### config.mk
export PLATFORM = sky130hd
export DESIGN_NAME = tcam_core
export DESIGN_NICKNAME = d
export VERILOG_FILES = /design/src/rtl/tcam_pkg.sv /design/src/rtl/tcam_prio_enc.sv /design/src/rtl/tcam_core.sv
export SDC_FILE = /design/constraint.sdc
export NUM_CORES = 2
export LEC_CHECK = 0
export CORE_ASPECT_RATIO = 2
export CORE_MARGIN = 4
export CORE_UTILIZATION = 40
export CTS_CLUSTER_DIAMETER = 60
export DETAILED_ROUTE_END_ITERATION = 7
export PLACE_DENSITY = 0.63
export SYNTH_ARGS = -nofsm -noshare
export SYNTH_HDL_FRONTEND = slang
export SYNTH_SLANG_ARGS = --single-unit
### constraint.sdc
create_clock -name clk -period 7.6 [get_ports clk]
set_input_delay 0.76 -clock clk [delete_from_list [all_inputs] [get_ports clk]]
set_output_delay 0.76 -clock clk [all_outputs]
set_load 0.02 [all_outputs]
### src/rtl/tcam_pkg.sv
// Shared types and helpers for the ternary CAM.
// Package defaults size the entry struct and the priority-encode helper.
package tcam_pkg;

  localparam int TCAM_DATA_WIDTH = 32;
  localparam int TCAM_ADDR_WIDTH = 5;
  localparam int TCAM_DEPTH      = 1 << TCAM_ADDR_WIDTH;

  typedef enum logic {IDLE, FLUSH} flush_state_e;

  typedef struct packed {
    logic                       valid;
    logic [TCAM_DATA_WIDTH-1:0] mask;
    logic [TCAM_DATA_WIDTH-1:0] data;
  } tcam_entry_t;

  // Scans from the top down so the lowest set bit is written last and wins.
  function automatic logic [TCAM_ADDR_WIDTH:0] prio_enc_lsb(input logic [TCAM_DEPTH-1:0] vec);
    logic [TCAM_ADDR_WIDTH:0] res;
    res = '0;
    for (int i = TCAM_DEPTH - 1; i >= 0; i--) begin
      if (vec[i]) res = {1'b1, TCAM_ADDR_WIDTH'(i)};
    end
    return res;
  endfunction

endpackage

### src/rtl/tcam_prio_enc.sv
// Lowest-index priority encoder over the CAM match vector.
// With TCAM_MULTIHIT_EN defined it also reports the match population count.
module tcam_prio_enc
  import tcam_pkg::*;
#(
  parameter  int ADDR_WIDTH = TCAM_ADDR_WIDTH,
  localparam int DEPTH      = 1 << ADDR_WIDTH
) (
  input  logic [DEPTH-1:0]      match_vec,
  output logic                  hit,
  output logic [ADDR_WIDTH-1:0] addr
`ifdef TCAM_MULTIHIT_EN
  ,
  output logic [ADDR_WIDTH:0]   count
`endif
);

  // Non-default sizes cannot use the package helper, so they get a local scan.
  if (ADDR_WIDTH == TCAM_ADDR_WIDTH) begin : g_pkg_enc
    always_comb {hit, addr} = prio_enc_lsb(match_vec);
  end else begin : g_loop_enc
    always_comb begin
      hit  = 1'b0;
      addr = '0;
      for (int i = DEPTH - 1; i >= 0; i--) begin
        if (match_vec[i]) begin
          hit  = 1'b1;
          addr = ADDR_WIDTH'(i);
        end
      end
    end
  end

`ifdef TCAM_MULTIHIT_EN
  always_comb begin
    count = '0;
    for (int i = 0; i < DEPTH; i++) begin
      count = count + (ADDR_WIDTH+1)'(match_vec[i]);
    end
  end
`endif

endmodule

### src/rtl/tcam_core.sv
// Ternary CAM with a 2-cycle pipelined lookup and a one-entry-per-cycle flush sweep.
// Optional multi-hit reporting (rsp_multi, rsp_count) is enabled by TCAM_MULTIHIT_EN.
module tcam_core
  import tcam_pkg::*;
#(
  parameter  int DATA_WIDTH = TCAM_DATA_WIDTH,
  parameter  int ADDR_WIDTH = TCAM_ADDR_WIDTH,
  localparam int DEPTH      = 1 << ADDR_WIDTH
) (
  input  logic                  clk,
  input  logic                  reset,
  input  logic                  wr_en,
  input  logic [ADDR_WIDTH-1:0] wr_addr,
  input  logic [DATA_WIDTH-1:0] wr_data,
  input  logic [DATA_WIDTH-1:0] wr_mask,
  input  logic                  wr_valid,
  input  logic                  flush_req,
  output logic                  flush_busy,
  input  logic                  lk_valid,
  output logic                  lk_ready,
  input  logic [DATA_WIDTH-1:0] lk_data,
  output logic                  rsp_valid,
  output logic                  rsp_hit,
  output logic [ADDR_WIDTH-1:0] rsp_addr
`ifdef TCAM_MULTIHIT_EN
  ,
  output logic                  rsp_multi,
  output logic [ADDR_WIDTH:0]   rsp_count
`endif
);

  logic [DEPTH-1:0]      ent_valid;
  logic [DATA_WIDTH-1:0] ent_data [DEPTH];
  logic [DATA_WIDTH-1:0] ent_mask [DEPTH];

  flush_state_e          state, state_next;
  logic [ADDR_WIDTH-1:0] flush_ptr;

  logic                  lk_accept, wr_accept;
  logic [DEPTH-1:0]      match_vec, s1_match;
  logic                  s1_valid;
  logic                  enc_hit;
  logic [ADDR_WIDTH-1:0] enc_addr;
`ifdef TCAM_MULTIHIT_EN
  logic [ADDR_WIDTH:0]   enc_count;
`endif

  assign flush_busy = (state == FLUSH);
  assign lk_ready   = !flush_busy;
  assign lk_accept  = lk_valid && lk_ready;
  assign wr_accept  = wr_en && !flush_busy;

  always_ff @(posedge clk) begin
    if (reset) state <= IDLE;
    else       state <= state_next;
  end

  always_comb begin
    state_next = state;
    case (state)
      IDLE:    if (flush_req) state_next = FLUSH;
      FLUSH:   if (&flush_ptr) state_next = IDLE;
      default: state_next = IDLE;
    endcase
  end

  // The pointer parks at 0 in IDLE and wraps back to 0 after the last entry.
  always_ff @(posedge clk) begin
    if (reset || state == IDLE) flush_ptr <= '0;
    else                        flush_ptr <= flush_ptr + 1'b1;
  end

  always_ff @(posedge clk) begin
    if (reset)          ent_valid            <= '0;
    else if (flush_busy) ent_valid[flush_ptr] <= 1'b0;
    else if (wr_accept) ent_valid[wr_addr]   <= wr_valid;
  end

  always_ff @(posedge clk) begin
    if (wr_accept) begin
      ent_data[wr_addr] <= wr_data;
      ent_mask[wr_addr] <= wr_mask;
    end
  end

  // Compares against the table as it stood before this edge's write lands.
  always_comb begin
    match_vec = '0;
    for (int i = 0; i < DEPTH; i++) begin
      match_vec[i] = ent_valid[i] && (((ent_data[i] ^ lk_data) & ~ent_mask[i]) == '0);
    end
  end

  always_ff @(posedge clk) begin
    if (reset) s1_valid <= 1'b0;
    else       s1_valid <= lk_accept;
  end

  always_ff @(posedge clk) begin
    if (lk_accept) s1_match <= match_vec;
  end

  tcam_prio_enc #(.ADDR_WIDTH(ADDR_WIDTH)) u_prio_enc (
    .match_vec (s1_match),
    .hit       (enc_hit),
    .addr      (enc_addr)
`ifdef TCAM_MULTIHIT_EN
    ,
    .count     (enc_count)
`endif
  );

  always_ff @(posedge clk) begin
    if (reset) begin
      rsp_valid <= 1'b0;
      rsp_hit   <= 1'b0;
      rsp_addr  <= '0;
`ifdef TCAM_MULTIHIT_EN
      rsp_multi <= 1'b0;
      rsp_count <= '0;
`endif
    end else begin
      rsp_valid <= s1_valid;
      if (s1_valid) begin
        rsp_hit   <= enc_hit;
        rsp_addr  <= enc_addr;
`ifdef TCAM_MULTIHIT_EN
        rsp_multi <= (enc_count > (ADDR_WIDTH+1)'(1));
        rsp_count <= enc_count;
`endif
      end
    end
  end

endmodule

Word level (Yosys, flattened, before mapping)
Memory sizes are Yosys's and may differ from the RTL's.
Index checks and enable logic that the tools add are counted.

word-level totals
  memories = 2
  bits in registers = 78
  bits in writable memories = 2048
  input bits = 107

operators by class
  muxes and demuxes = 44
  bitwise gates (word level) = 99
  order comparisons = 4
  reductions and logical operators = 72
  $add $sub $neg = 1

memory list
  name      words  width  read ports  clocked after Yosys merged registers in  write ports  line             source
  ent_data  32     32     32          0                                        1            tcam_core.sv:33  logic [DATA_WIDTH-1:0] ent_data [DEPTH];
  ent_mask  32     32     32          0                                        1            tcam_core.sv:34  logic [DATA_WIDTH-1:0] ent_mask [DEPTH];

operators with widths
  cell                 count
  $and 32x32->32       33
  $not 32->32          33
  $logic_not 32->1     32
  $xor 32x32->32       32
  $mux 6               32
  $mux 32              2
  $logic_and 1x1->1    36
  $bwmux 32            1
  $lt 5x6->1 const B   2
  $demux 1 s5          2
  $ge 5x1->1 const B   2
  $mux 1               6
  $add 5x1->5 const B  1
  $reduce_and 5->1     1
  $pmux 1 s2           1
  $reduce_bool 2->1    1
  $logic_not 1->1      1
  $logic_or 1x1->1     1
  $not 1->1            1

Longest topological paths before layout
  word-level depth = 32
  depth in mapped cells = 8
  mapped depth without buffers = 6

Modules after synthesis
Synthesis repeated with hierarchy kept, for this count alone.

unflattened totals
  cell total of the unflattened synthesis = 4389
  area, all modules = 79673.9 um2

modules (own cells, without submodules)
  module         instances  area each (um2)  cells an instance  seq. area each (um2)
  tcam_core      1          79306.1          4324               63380.8
  tcam_prio_enc  1          367.9            65                 0.0

Least setup slack after synthesis
No wires, ideal clock.

  kind = input -> register
  from = input wr_addr[4]
  to = register ent_valid[7]
  buffers on the path = 2
  path slack = 2771 ps
  arrival = 4759 ps
  stages = 5
  setup time = 70 ps
  path through = buf_2 > or3b_2 > buf_2 > nor2_1 > o221a_2

on the way
  cells in the longest elaborated chain, start to end = 7
  elaborated cells on any way between the ends = 8
  classes of those cells = 2 x order compare; 5 x mux; 1 x reduce/logical

RTL lines
  element                                                         line             source
  from (decl)                                                     tcam_core.sv:13  input logic [ADDR_WIDTH-1:0] wr_addr,
  $lt 5x6->1 (not written as such) or $ge 5x1->1 (tied branches)  tcam_core.sv:76  else if (wr_accept) ent_valid[wr_addr] <= wr_valid;
  $logic_and 1x1->1 (not written as such)                         tcam_core.sv:76
  $mux 1 (not written as such)                                    tcam_core.sv:76
  $demux 1 s5 (*)                                                 tcam_core.sv:76
  $bwmux 32 (*)                                                   tcam_core.sv:76
  $mux 32 (*)                                                     tcam_core.sv:76
  $mux 32 (*)                                                     tcam_core.sv:75  else if (flush_busy) ent_valid[flush_ptr] <= 1'b0;
  to (signal, indexed assignment)                                 tcam_core.sv:76
  to (decl)                                                       tcam_core.sv:32  logic [DEPTH-1:0] ent_valid;

Every way passes the cells marked *; elsewhere a longest branch is shown, timed or not. The select of a mux whose other input is x is not followed.
A chain may end at the register's enable or synchronous reset.

Worst setup path after layout
  from = register state (netlist: flush_busy)
  to = memory ent_data[23][28] in the netlist's numbering, enable pin

on the way
  cells in the longest elaborated chain, start to end = 4

RTL lines
  element                       line             source
  from (decl)                   tcam_core.sv:36  flush_state_e state, state_next;
  from (signal assigned)        tcam_core.sv:55  else state <= state_next;
  $logic_not 1->1               tcam_core.sv:51  assign wr_accept = wr_en && !flush_busy;
  $logic_and 1x1->1             tcam_core.sv:51
  $mux 1                        tcam_core.sv:80  if (wr_accept) begin
  $mux 1 (not written as such)  tcam_core.sv:81  ent_data[wr_addr] <= wr_data;
  to (decl)                     tcam_core.sv:33

No other way between the ends.

==> metrics.md <==
| Metric | Value |
|---|---|
| Starting Density | `40.13%` |
| Core box area | `roughly 200000 µm²` |
| Endpoint class of the critical path | `register` |
| Syn Nets | `4497` |
| Max cap viols | `0` |
| Initial antenna violation count | `26` |
| Drt total wl | `around 270 mm` |
| CTS Hold Bufs | `0` |
| Tmin final | `3860 ps` |
| Reg2Reg Launch Point | `flush_busy` |
| H-Tree Level Count | `4` |
| Power per Cell Area | `262.1 nW/µm²` |
| Synth cell types | `slightly below 50` |
| Critical-path maximum fanout | `34` |
| Chip Height | `about 640 µm` |
| CP Launch Type | `register` |
| CTS tree | `built` |
| Worst IR Drop VDD | `0.0002031 V` |
| Final setup viols | `0` |
| Min-delay src | `wr_mask[19]` |
| Post-CTS setup repair buffer count | `0` |
| DP Cell Count | `7041` |
| Final std cells w/o fill | `7368` |
| Final ANT Viol Nets | `0` |
| Clock sinks | `2126` |
| Gr ovfl total | `0` |
| DR DRC count | `0` |
| Slew HR | `~3.7%` |
| Async S/R FF share, synth | `0%` |
| GRT Resource Usage Total | `around a quarter` |
| Layout cells sized above 1 | `between 10% and 20%` |
| Final nets | `4767` |
| Detailed Place HPWL | `147.5 mm` |
| RSZ-0062 raised after global routing | `false` |
| I/O pin total | `about 120` |
| Hold EP | `ent_mask[11][19]` |
| Worst-Margin Slew | `between 1000 and 1500 ps` |
| Clock Tree Root | `clkbuf_16` |
| Syn Inst Count | `4385` |
| Sequential share of the synthesized area | `79.89%` |
| Vias/cell | `approximately 5.9` |
| Gp weighted congestion | `0.9189` |
| Final Skew | `about 35 ps` |
| Worst R2R Path Depth | `4` |
| IO buf count | `115` |
| Crit path DAT | `4300 ps` |
| Synth warn | `0` |
| Worst R2R Setup Slack | `3740 ps` |
| Die area | `slightly above 200000 µm²` |
| Std cell rows | `between 200 and 250` |
| Number of enable flip-flop cells after synthesis | `around 2100` |
| Slew Limit Fails | `0` |
| Status | `complete, no violations` |
| First DRT Iteration DRCs | `5999` |
| First-pass GRT wire length | `357.2 mm` |
| Min-Delay Path Class | `input port to register` |
| Syn-to-layout area delta | `12.84%` |
| Syn_area_per_cell | `18.09 µm²` |
| Most frequent cells in the layout | `2080 x edfxtp_1, 1025 x xnor2_1, 448 x o22ai_1` |
| Largest net degree at the start of global routing | `66` |
| RR Endpoint | `ent_data[23][28]` |
| Cell Area, Synth | `79330 µm²` |
| Post-synth top flop | `edfxtp_1` |
| Vias post-DR | `43630` |
| Post-route setup TNS | `0 ps` |
| Number of buffers created by CTS | `175` |
| Leading cell type in the layout, fill and taps excluded | `edfxtp_1` |
| Resized cells post-CTS | `0` |
| Hold Violations, Final | `0` |
| Fin crit share | `50.79%` |
| Cell depth of the worst hold path | `1` |
| Routed WL per cell | `36.54 µm` |
| Reg clk slew, reported paths | `70 ps` |
| Required @ worst endpoint | `8040 ps` |
| Worst skew pair latency | `between 800 and 900 ps` |
| Fillcell total | `approximately 17000` |
| Vias in the first global route | `between 40000 and 50000` |
| Crit path kind | `register to register` |
| Yosys reg bits | `2126` |
| Pre-antenna DRT Iters | `7` |
| Leak Pwr | `26.68 nW` |
| Max Root-Sink Buffers | `4` |
| F_max | `259.1 MHz` |
| Die W | `approximately 320 µm` |
## critical path, cell delays in order (launching register included)
cell     delay (ps)
dfxtp_1         450
nor2b_1         520
nand3_1         870
nor2_4         1030
buf_4           530
## layout make-up
type | count | area, µm² | share of cell area, %
inverter | 13 | 48.80 | 0.05451
clock buffer | 222 | 4711 | 5.262
multi-input combinational | 2102 | 15460 | 17.27
timing repair buffer | 237 | 1784 | 1.993
sequential | 2126 | 63380 | 70.80
antenna | 17 | 42.54 | 0.04752
tap | 2563 | 3207 | 3.582
clock inverter | 88 | 888.4 | 0.9924
## Yosys cell counts (all sizes together) (2+ instances only)
master   instances  area, µm²
or4              3      26.27
inv             13      48.80
nor3b            3      22.52
xnor2         1025       8977
o21ai           37      185.2
nor4             3      18.77
nand3b           3      22.52
buf            106      551.8
nand4            8      50.05
nand2           40      150.1
o221a           32      360.4
o31ai            2      15.01
o22ai          448       2803
and2             4      25.02
a211oi           3      22.52
and3b            2      17.52
nor2b            6      37.54
nor3            64      320.3
and3             2      12.51
nor2           250      938.4
or3              9      56.30
o22a            32      280.3
dfxtp           46      920.9
edfxtp        2080      62460
o2111ai         32      280.3
a21oi           41      205.2
o32ai            2      17.52
clkbuf          38      142.6
o31a             2      17.52
a311oi           2      17.52
ha               5      62.56
nand3           30      150.1
## worst max path at each step
| stage | from | endpoint | slack, ps |
|---|---|---|---|
| 2_1_floorplan | wr_addr[4] | ent_valid[7] | 2770 |
| 3_3_place_gp | wr_en | ent_data[23][21] | 3100 |
| 3_5_place_dp | wr_en | ent_data[23][21] | 3090 |
| 4_1_cts | flush_busy | ent_data[23][21] | 3790 |
| 5_1_grt | flush_busy | ent_data[23][28] | 3650 |
| 6_report | flush_busy | ent_data[23][28] | 3740 |
## where the power goes
part	internal, mW	switching (mW)	total, mW
registers	12.9	0.0412	13.0
logic	0.335	1.04	1.37
clock network	4.98	4.13	9.11
## flip-flops by register name, indices dropped and copies added (netlist names)
signal	cells
ent_data	1024
ent_mask	1024
ent_valid	32
flush_busy	1
flush_ptr	5
rsp_addr	5
rsp_hit	1
rsp_valid	1
s1_match	32
s1_valid	1
## kinds of logic after synthesis
family          count (synthesis)  share of synthesized area (%)
fa+ha+maj                       5                        0.07886
xor+xnor                     1026                          11.33
compound gates                639                          5.367
flops                        2126                          79.89
simple gates                  432                          2.399
buf+inv                       157                         0.9368
## metal layers
metal | vias to the layer above | wire length [µm] | global-route usage (%)
met2 | 2782 | 137800 | 45.75
li1 | 17280 | - | -
met3 | 708 | 23080 | 3.196
met4 | 6 | 23280 | 17.81
met1 | 22860 | 85120 | 28.80
met5 | - | 33 | 0
## stage by stage
stage	worst slack, ps	hold slack (ps)	utilization [%]	total power [mW]	area (µm²)
after floorplan	2771	444.6	-	13.77	79330
after global placement	3099	465.8	42.43	14.59	83880
after detailed placement	3093	475.4	42.43	14.60	83880
after CTS	3794	156.6	45.26	23.52	89480
after global routing	3648	177.1	45.26	23.98	89480
final	3740	189.5	45.28	23.46	89520
Power figures use the tool's default switching activity.
